$ cat config.mk
export PLATFORM = sky130hd
export DESIGN_NAME = uart_tx_arbiter
export DESIGN_NICKNAME = d
export VERILOG_FILES = /design/src/rtl/uart_tx_arbiter.sv
export SDC_FILE = /design/constraint.sdc
export NUM_CORES = 1
export LEC_CHECK = 0
export BUFFER_PORTS_ARGS = -buffer_cell sky130_fd_sc_hd__buf_2
export CORE_ASPECT_RATIO = 0.75
export CORE_MARGIN = 5
export CORE_UTILIZATION = 45
export CTS_CLUSTER_SIZE = 14
export DETAILED_ROUTE_END_ITERATION = 12
export PLACE_DENSITY_LB_ADDON = 0.05
export SLEW_MARGIN = 20
export SYNTH_ARGS = -nofsm -noshare
export SYNTH_HDL_FRONTEND = slang
export SYNTH_SLANG_ARGS = --single-unit
export TNS_END_PERCENT = 50
$ cat constraint.sdc
create_clock -name clock -period 2 [get_ports clock]
set_clock_uncertainty 0.05 [all_clocks]
set_input_delay 0.4 -clock clock [delete_from_list [all_inputs] [get_ports clock]]
set_output_delay 0.4 -clock clock [all_outputs]
set_load 0.1 [all_outputs]
$ cat src/rtl/uart_tx_arbiter.sv
// Round-robin arbiter that lets four requesters share one UART transmitter.
// A winner's byte is latched on entry to ISSUE and held until RELEASE; the
// transmitter's busy rise is the acceptance handshake that produces the ack.
module uart_tx_arbiter #(
  parameter int unsigned DATA_W = 8,
  parameter int unsigned N_REQ  = 4
) (
  input  logic                    clock,
  input  logic                    reset,
  input  logic [N_REQ-1:0]        req,
  input  logic [N_REQ*DATA_W-1:0] req_data,
  input  logic                    tx_busy,
  output logic                    tx_send,
  output logic [DATA_W-1:0]       tx_data,
  output logic [N_REQ-1:0]        grant,
  output logic [N_REQ-1:0]        ack,
  output logic                    active
);

  localparam int unsigned PtrW = $clog2(N_REQ);

  typedef enum logic [1:0] {
    StIdle,
    StIssue,
    StWaitDone,
    StRelease
  } state_e;

  state_e              state_q, state_d;
  logic [PtrW-1:0]     ptr_q, ptr_d;
  logic [PtrW-1:0]     owner_q, owner_d;
  logic [N_REQ-1:0]    grant_q, grant_d;
  logic [DATA_W-1:0]   data_q, data_d;
  logic [N_REQ-1:0]    ack_q, ack_d;
  logic                send_q;
  logic                active_q;

  logic                win_found;
  logic [PtrW-1:0]     win_idx;
  logic [PtrW-1:0]     cand;

  // Round-robin search upward from ptr; index arithmetic wraps because N_REQ is a power of two.
  always_comb begin
    win_found = 1'b0;
    win_idx   = '0;
    cand      = '0;
    for (int unsigned i = 0; i < N_REQ; i++) begin
      cand = ptr_q + PtrW'(i);
      if (!win_found && req[cand]) begin
        win_found = 1'b1;
        win_idx   = cand;
      end
    end
  end

  // Next-state and datapath update; grant/data only change on IDLE exit and RELEASE exit.
  always_comb begin
    state_d = state_q;
    ptr_d   = ptr_q;
    owner_d = owner_q;
    grant_d = grant_q;
    data_d  = data_q;
    ack_d   = '0;
    unique case (state_q)
      StIdle: begin
        // tx_busy is deliberately ignored here; ISSUE simply waits for it.
        if (win_found) begin
          state_d = StIssue;
          owner_d = win_idx;
          grant_d = {{(N_REQ-1){1'b0}}, 1'b1} << win_idx;
          data_d  = req_data[win_idx*DATA_W +: DATA_W];
        end
      end
      StIssue: begin
        // Busy rising is the transmitter accepting the byte.
        if (tx_busy) begin
          state_d = StWaitDone;
          ack_d   = grant_q;
        end
      end
      StWaitDone: begin
        if (!tx_busy) begin
          state_d = StRelease;
        end
      end
      StRelease: begin
        // Single-cycle gap lets the served requester drop req before IDLE samples again.
        state_d = StIdle;
        grant_d = '0;
        ptr_d   = owner_q + 1'b1;
      end
      default: begin
        state_d = StIdle;
      end
    endcase
  end

  // State and datapath registers; reset abandons any transaction without an ack.
  always_ff @(posedge clock or negedge reset) begin
    if (!reset) begin
      state_q  <= StIdle;
      ptr_q    <= '0;
      owner_q  <= '0;
      grant_q  <= '0;
      data_q   <= '0;
      ack_q    <= '0;
      send_q   <= 1'b0;
      active_q <= 1'b0;
    end else begin
      state_q  <= state_d;
      ptr_q    <= ptr_d;
      owner_q  <= owner_d;
      grant_q  <= grant_d;
      data_q   <= data_d;
      ack_q    <= ack_d;
      send_q   <= (state_d == StIssue);
      active_q <= (state_d != StIdle);
    end
  end

  assign tx_send = send_q;
  assign tx_data = data_q;
  assign grant   = grant_q;
  assign ack     = ack_q;
  assign active  = active_q;

endmodule

==> results of run 1 <==
==> final cells by class <==
class	count	area (um^2)
tap	36	45.0
multi-input combinational	87	559
clock buffer	3	22.5
inverter	2	7.51
fill	241	1010
clock inverter	1	30.0
timing repair buffer	60	323
sequential	24	601
==> state kept, by name, summed over array words and instances (netlist names) <==
name,flops
ack,4
active,1
grant,4
owner_q,2
ptr_q,2
state_q,2
tx_data,8
tx_send,1
==> placed cells by master (no fill, tap or decap), drive strengths merged <==
master  instances
o221ai          9
nand3           1
clkbuf          3
buf            60
a21oi           2
bufinv          1
o32a            1
and2            4
or4             1
nand2b          1
o32ai           1
o31a            2
nor2            6
xnor2           1
a21o            1
inv             2
dfrtp          24
or2             1
nor4            1
mux2i          16
nor2b           2
a211oi          1
a21boi          3
nand2          24
o21ai           9
==> per-stage QoR <==
| step | hold slack (ns) | total power [mW] | cells |
|---|---|---|---|
| 3_3_place_gp | 0.347 | 2.69 | 209 |
| 4_1_cts | 0.00709 | 3.07 | 213 |
| 5_1_grt | 0.0115 | 3.24 | 213 |
| 2_1_floorplan | 0.0544 | 2.37 | 119 |
| 6_report | -0.0107 | 3.05 | 213 |
| 3_5_place_dp | 0.361 | 2.72 | 209 |
==> metal layers <==
metal	GRT usage	up-vias	wire, um
met5	0	-	0
met4	0.0573	0	47
met3	0.0523	6	197
met2	0.282	33	1410
met1	0.198	527	1280
li1	-	544	-
==> worst max-delay path, cell delays in order, from the launching register on <==
cell      delay [ns]
dfrtp_1         0.42
inv_1           0.10
a21boi_1        0.07
o221ai_1        0.31
nand3_1         0.34
o221ai_1        0.28
==> power by group <==
group | leakage [nW] | switching, mW | internal, mW
Sequential | 0.303 | 0.155 | 0.677
Combinational | 0.494 | 1.42 | 0.447
Clock | 0.0279 | 0.145 | 0.202
Total | 0.826 | 1.72 | 1.33
==> kinds of logic after synthesis <==
group / after synthesis
buf+inv: 8
mux: 16
compound gates: 29
simple gates: 41
flops: 24
xor+xnor: 1
==> worst max-delay path by stage <==
| stage | depth (start not counted) | end | slack (ns) | startpoint |
|---|---|---|---|---|
| 2_1_floorplan | 5 | tx_data[0]$_DFFE_PN0P_ | 0.38 | req[0] |
| 3_3_place_gp | 6 | tx_data[5]$_DFFE_PN0P_ | 0.16 | req[1] |
| 3_5_place_dp | 6 | tx_data[6]$_DFFE_PN0P_ | 0.10 | req[1] |
| 4_1_cts | 5 | tx_data[7]$_DFFE_PN0P_ | 0.35 | ptr_q[0]$_DFFE_PN0P_ |
| 5_1_grt | 5 | tx_data[6]$_DFFE_PN0P_ | 0.12 | ptr_q[0]$_DFFE_PN0P_ |
| 6_report | 5 | tx_data[7]$_DFFE_PN0P_ | 0.35 | ptr_q[0]$_DFFE_PN0P_ |
==> flow_summary.json, run 1 <==
{
  "status": "finished, violations left",
  "violations": "negative hold slack",
  "postPlaceCellArea_mm2": 0.00154,
  "cts.path.max_buffers": 2,
  "crit_fanout": 8,
  "critical_path_class": "register to register",
  "ys_top_cells_by_count": "dfrtp_1, nand2_1, mux2i_1",
  "drc": 0,
  "hold_path_class": "input port to async pin",
  "timing.rr.end": "tx_data[7]$_DFFE_PN0P_",
  "maxSlewHeadroom": 0.655,
  "synthTopCellsByArea": "dfrtp_1, mux2i_1, nand2_1",
  "synthDistinctLibCells": 29,
  "period_share": 0.824,
  "dp_slack_ns": 0.104,
  "core_area_mm2": 0.00260,
  "gr-total-overflow": 0,
  "final_util": 0.610,
  "p_per_area_mw_per_mm2": 1920,
  "max_clock_freq_ghz": 0.607,
  "rsz0062_at_grt": "no",
  "finalSetupViolCount": 0,
  "ir_drop_v": 0.000983,
  "drt_iter0_drc": 24,
  "cts_sinks": 24,
  "antenna_found_initial": 0,
  "vias": 1110,
  "ios": 57,
  "grt_usage": 0.163,
  "synth_cells": 119,
  "cts_buffers": 3,
  "wl_per_cell_um": 13.8,
  "cts-resized-gates": 0,
  "crit_required_ns": 2.18,
  "grt_pass1_wl_um": 4940,
  "ys_seq_area_frac": 0.494,
  "avgSynthCellArea_um2": 10.2,
  "die_w_um": 70.0,
  "rows": 16,
  "area_growth_pct": 30.6,
  "cp.arrival_ns": 1.83,
  "setup_tns_ns": 0,
  "cts_tree": "done",
  "timing.rr.start": "ptr_q[0]$_DFFE_PN0P_",
  "rr_worst_depth": 5,
  "path_clk_slew_ns": 0.13,
  "drv_cap": 0,
  "synth_edf_count": 0,
  "start_util": 0.467,
  "synth_mux_area_frac": 0.132,
  "firstDrtPassIters": 4,
  "synth_fp_nets": 158,
  "fp.dieH_um": 55.0,
  "ys_ff_latch": 24,
  "clkLatencyLatePin_ns": 0.31,
  "synthAdderAreaFrac": 0,
  "yosysTopAreaCellShare": 0.494,
  "period_needed_ns": 1.65,
  "synth_xor_area_frac": 0.00720,
  "syn_area_mm2": 0.00122,
  "wirelength_um": 2940,
  "nets": 217,
  "post-dp-hpwl_um": 2310,
  "post_cts_buffers": 0,
  "hold_violations": 24,
  "numPortBuffers": 56,
  "endpoint_kind": "register",
  "dieArea_mm2": 0.00385,
  "cts.hold.buffers_added": 0,
  "synth_top_family_by_area": "compound AO/OA/AOI/OAI gates",
  "via_per_inst": 5.21,
  "gp_congestion": 0.758,
  "drtAntennaViolNets": 0,
  "yosysWarnings": 0,
  "synth_flop_cell": "dfrtp_1",
  "drive_above_1_share": 0.367,
  "htreeDepth": 1,
  "fin_area_mm2": 0.00159,
  "tightest_slew_ns": 0.518,
  "synth-compound-area-share": 0.172,
  "setup_slack_ns": 0.352,
  "synth_top_cell_by_area": "dfrtp_1",
  "whs_ns": -0.0107,
  "grt_max_degree": 25,
  "crit_path_start_kind": "register",
  "p_leak_nw": 0.826,
  "synth_simple_gate_area_frac": 0.149,
  "cts_root_buf": "clkbuf_4",
  "async_flop_share": 1.00,
  "final_max_slew_viol_count": 0,
  "regToRegSetupSlack_ns": 0.35,
  "first_global_vias": 1084,
  "diodes": 0
}
No activity file was read; power rests on OpenSTA's default activity.
==> run 2: changes to the inputs <==
- clock period: 2 -> 1.59 ns (I/O delays scaled with it)
==> flow_summary.json, run 2 (same netlist as run 1, synthesis figures left out) <==
{
  "area_growth_pct": 42.9,
  "crit_required_ns": 1.79,
  "p_leak_nw": 0.895,
  "rows": 16,
  "rsz0062_at_grt": "yes",
  "highest_layer": "met4",
  "finalSetupViolCount": 0,
  "die_w_um": 70.0,
  "htreeDepth": 1,
  "diodes": 0,
  "layout_commonest_cell": "buf_2",
  "grt_pass1_wl_um": 4850,
  "cp.arrival_ns": 1.76,
  "ios": 57,
  "wirelength_um": 3150,
  "drtAntennaViolNets": 0,
  "post-dp-hpwl_um": 2360,
  "ir_drop_v": 0.00106,
  "firstDrtPassIters": 6,
  "nets": 228,
  "core_area_mm2": 0.00260,
  "dieArea_mm2": 0.00385,
  "drv_cap": 0,
  "period_share": 0.977,
  "total_power_mw": 4.07,
  "max_clock_freq_ghz": 0.644,
  "first_global_vias": 1101,
  "wl_met1_um": 1390,
  "gp_congestion": 0.826,
  "path_clk_slew_ns": 0.13,
  "start_util": 0.467,
  "largest_reg_flops": 8,
  "dp_slack_ns": -0.205,
  "numPortBuffers": 56,
  "wl_per_cell_um": 14.1,
  "clkLatencyLatePin_ns": 0.31,
  "mostFrequentLayoutCells": "buf_2, nand2_1, dfrtp_1",
  "period_needed_ns": 1.55,
  "vias": 1139,
  "endpoint_kind": "register",
  "final_util": 0.668,
  "grt_max_degree": 25,
  "placed_cells": 217,
  "final_max_slew_viol_count": 0,
  "drc": 0,
  "wl_met3_um": 206,
  "layout.cells.non_filler": 224,
  "grt_usage": 0.160,
  "antenna_found_initial": 0,
  "maxSlewHeadroom": 0.665,
  "via_per_inst": 5.08,
  "drt_iter0_drc": 49,
  "cts_buffers": 3,
  "cts_sinks": 24,
  "hold_violations": 0,
  "crit_path_start_kind": "register",
  "cts_tree": "done",
  "drive_above_1_share": 0.447,
  "tightest_slew_ns": 0.502,
  "crit_fanout": 9,
  "whs_ns": 0.168,
  "cts_root_buf": "clkbuf_4",
  "gr-total-overflow": 0,
  "cts.path.max_buffers": 2,
  "critical_path_class": "register to register",
  "wl_met2_um": 1530,
  "status": "completed",
  "p_per_area_mw_per_mm2": 2340,
  "hold_path_class": "input port to register",
  "setup_slack_ns": 0.0363,
  "fp.dieH_um": 55.0
}
==> run 2: layout make-up <==
type	count	area [um^2]
inverter	2	7.51
clock inverter	1	30.0
sequential	24	602
clock buffer	3	22.5
multi-input combinational	87	601
timing repair buffer	71	430
tap	36	45.0
fill	213	865
==> run 2: worst max-delay path, stage by stage, from the launching register on <==
cell and delay [ns]:
dfrtp_2 0.44, a21oi_2 0.08, o32a_4 0.35, clkbuf_16 0.18
o31a_2 0.29, o21ai_2 0.10
==> run 2: per-stage QoR <==
| stage | instance area [um^2] | setup TNS (ns) |
|---|---|---|
| finish | 1740 | 0 |
| global route | 1740 | -0.597 |
| CTS | 1660 | 0 |
| detailed placement | 1600 | -1.75 |
| global placement | 1600 | -1.13 |
| floorplan | 1220 | 0 |
==> run 2: per-layer routing <==
layer	GRT usage	vias to the layer above
li1	-	569
met1	0.203	533
met2	0.263	35
met3	0.0560	2
met4	0.0446	0
met5	0	-
==> run 2: where the power goes <==
part,switching [mW],leakage [nW],internal [mW],total [mW]
sequential,0.148,0.302,0.854,1.00
combinational,1.92,0.565,0.722,2.64
clock,0.170,0.0279,0.255,0.425
total,2.24,0.895,1.83,4.07
==> run 2: what timing repair did <==
item                                   4_1_cts  5_1_grt
setup endpoints to repair                    2       12
cloned                                       0        1
hold buffers                                 1        0
pin swaps                                    0        3
resized for setup                            1       12
setup buffers                                0        1
endpoints found under the hold margin       24        0
==> run 2: path summary, 6_finish.rpt <==
check                      depth (start not counted)                endpoint  slack [ns]                    from
max reg2reg                                        5    grant[1]$_DFFE_PN0P_        0.04    ptr_q[1]$_DFFE_PN0P_
min reg2reg                                        2  tx_data[6]$_DFFE_PN0P_        0.45  tx_data[6]$_DFFE_PN0P_
min in group asynchronous                          2        ack[3]$_DFF_PN0_        0.44                   reset
max in group asynchronous                          2    ptr_q[1]$_DFFE_PN0P_        0.67                   reset
max                                                5    grant[1]$_DFFE_PN0P_        0.04    ptr_q[1]$_DFFE_PN0P_
min                                                2       tx_send$_DFF_PN0_        0.17                 tx_busy
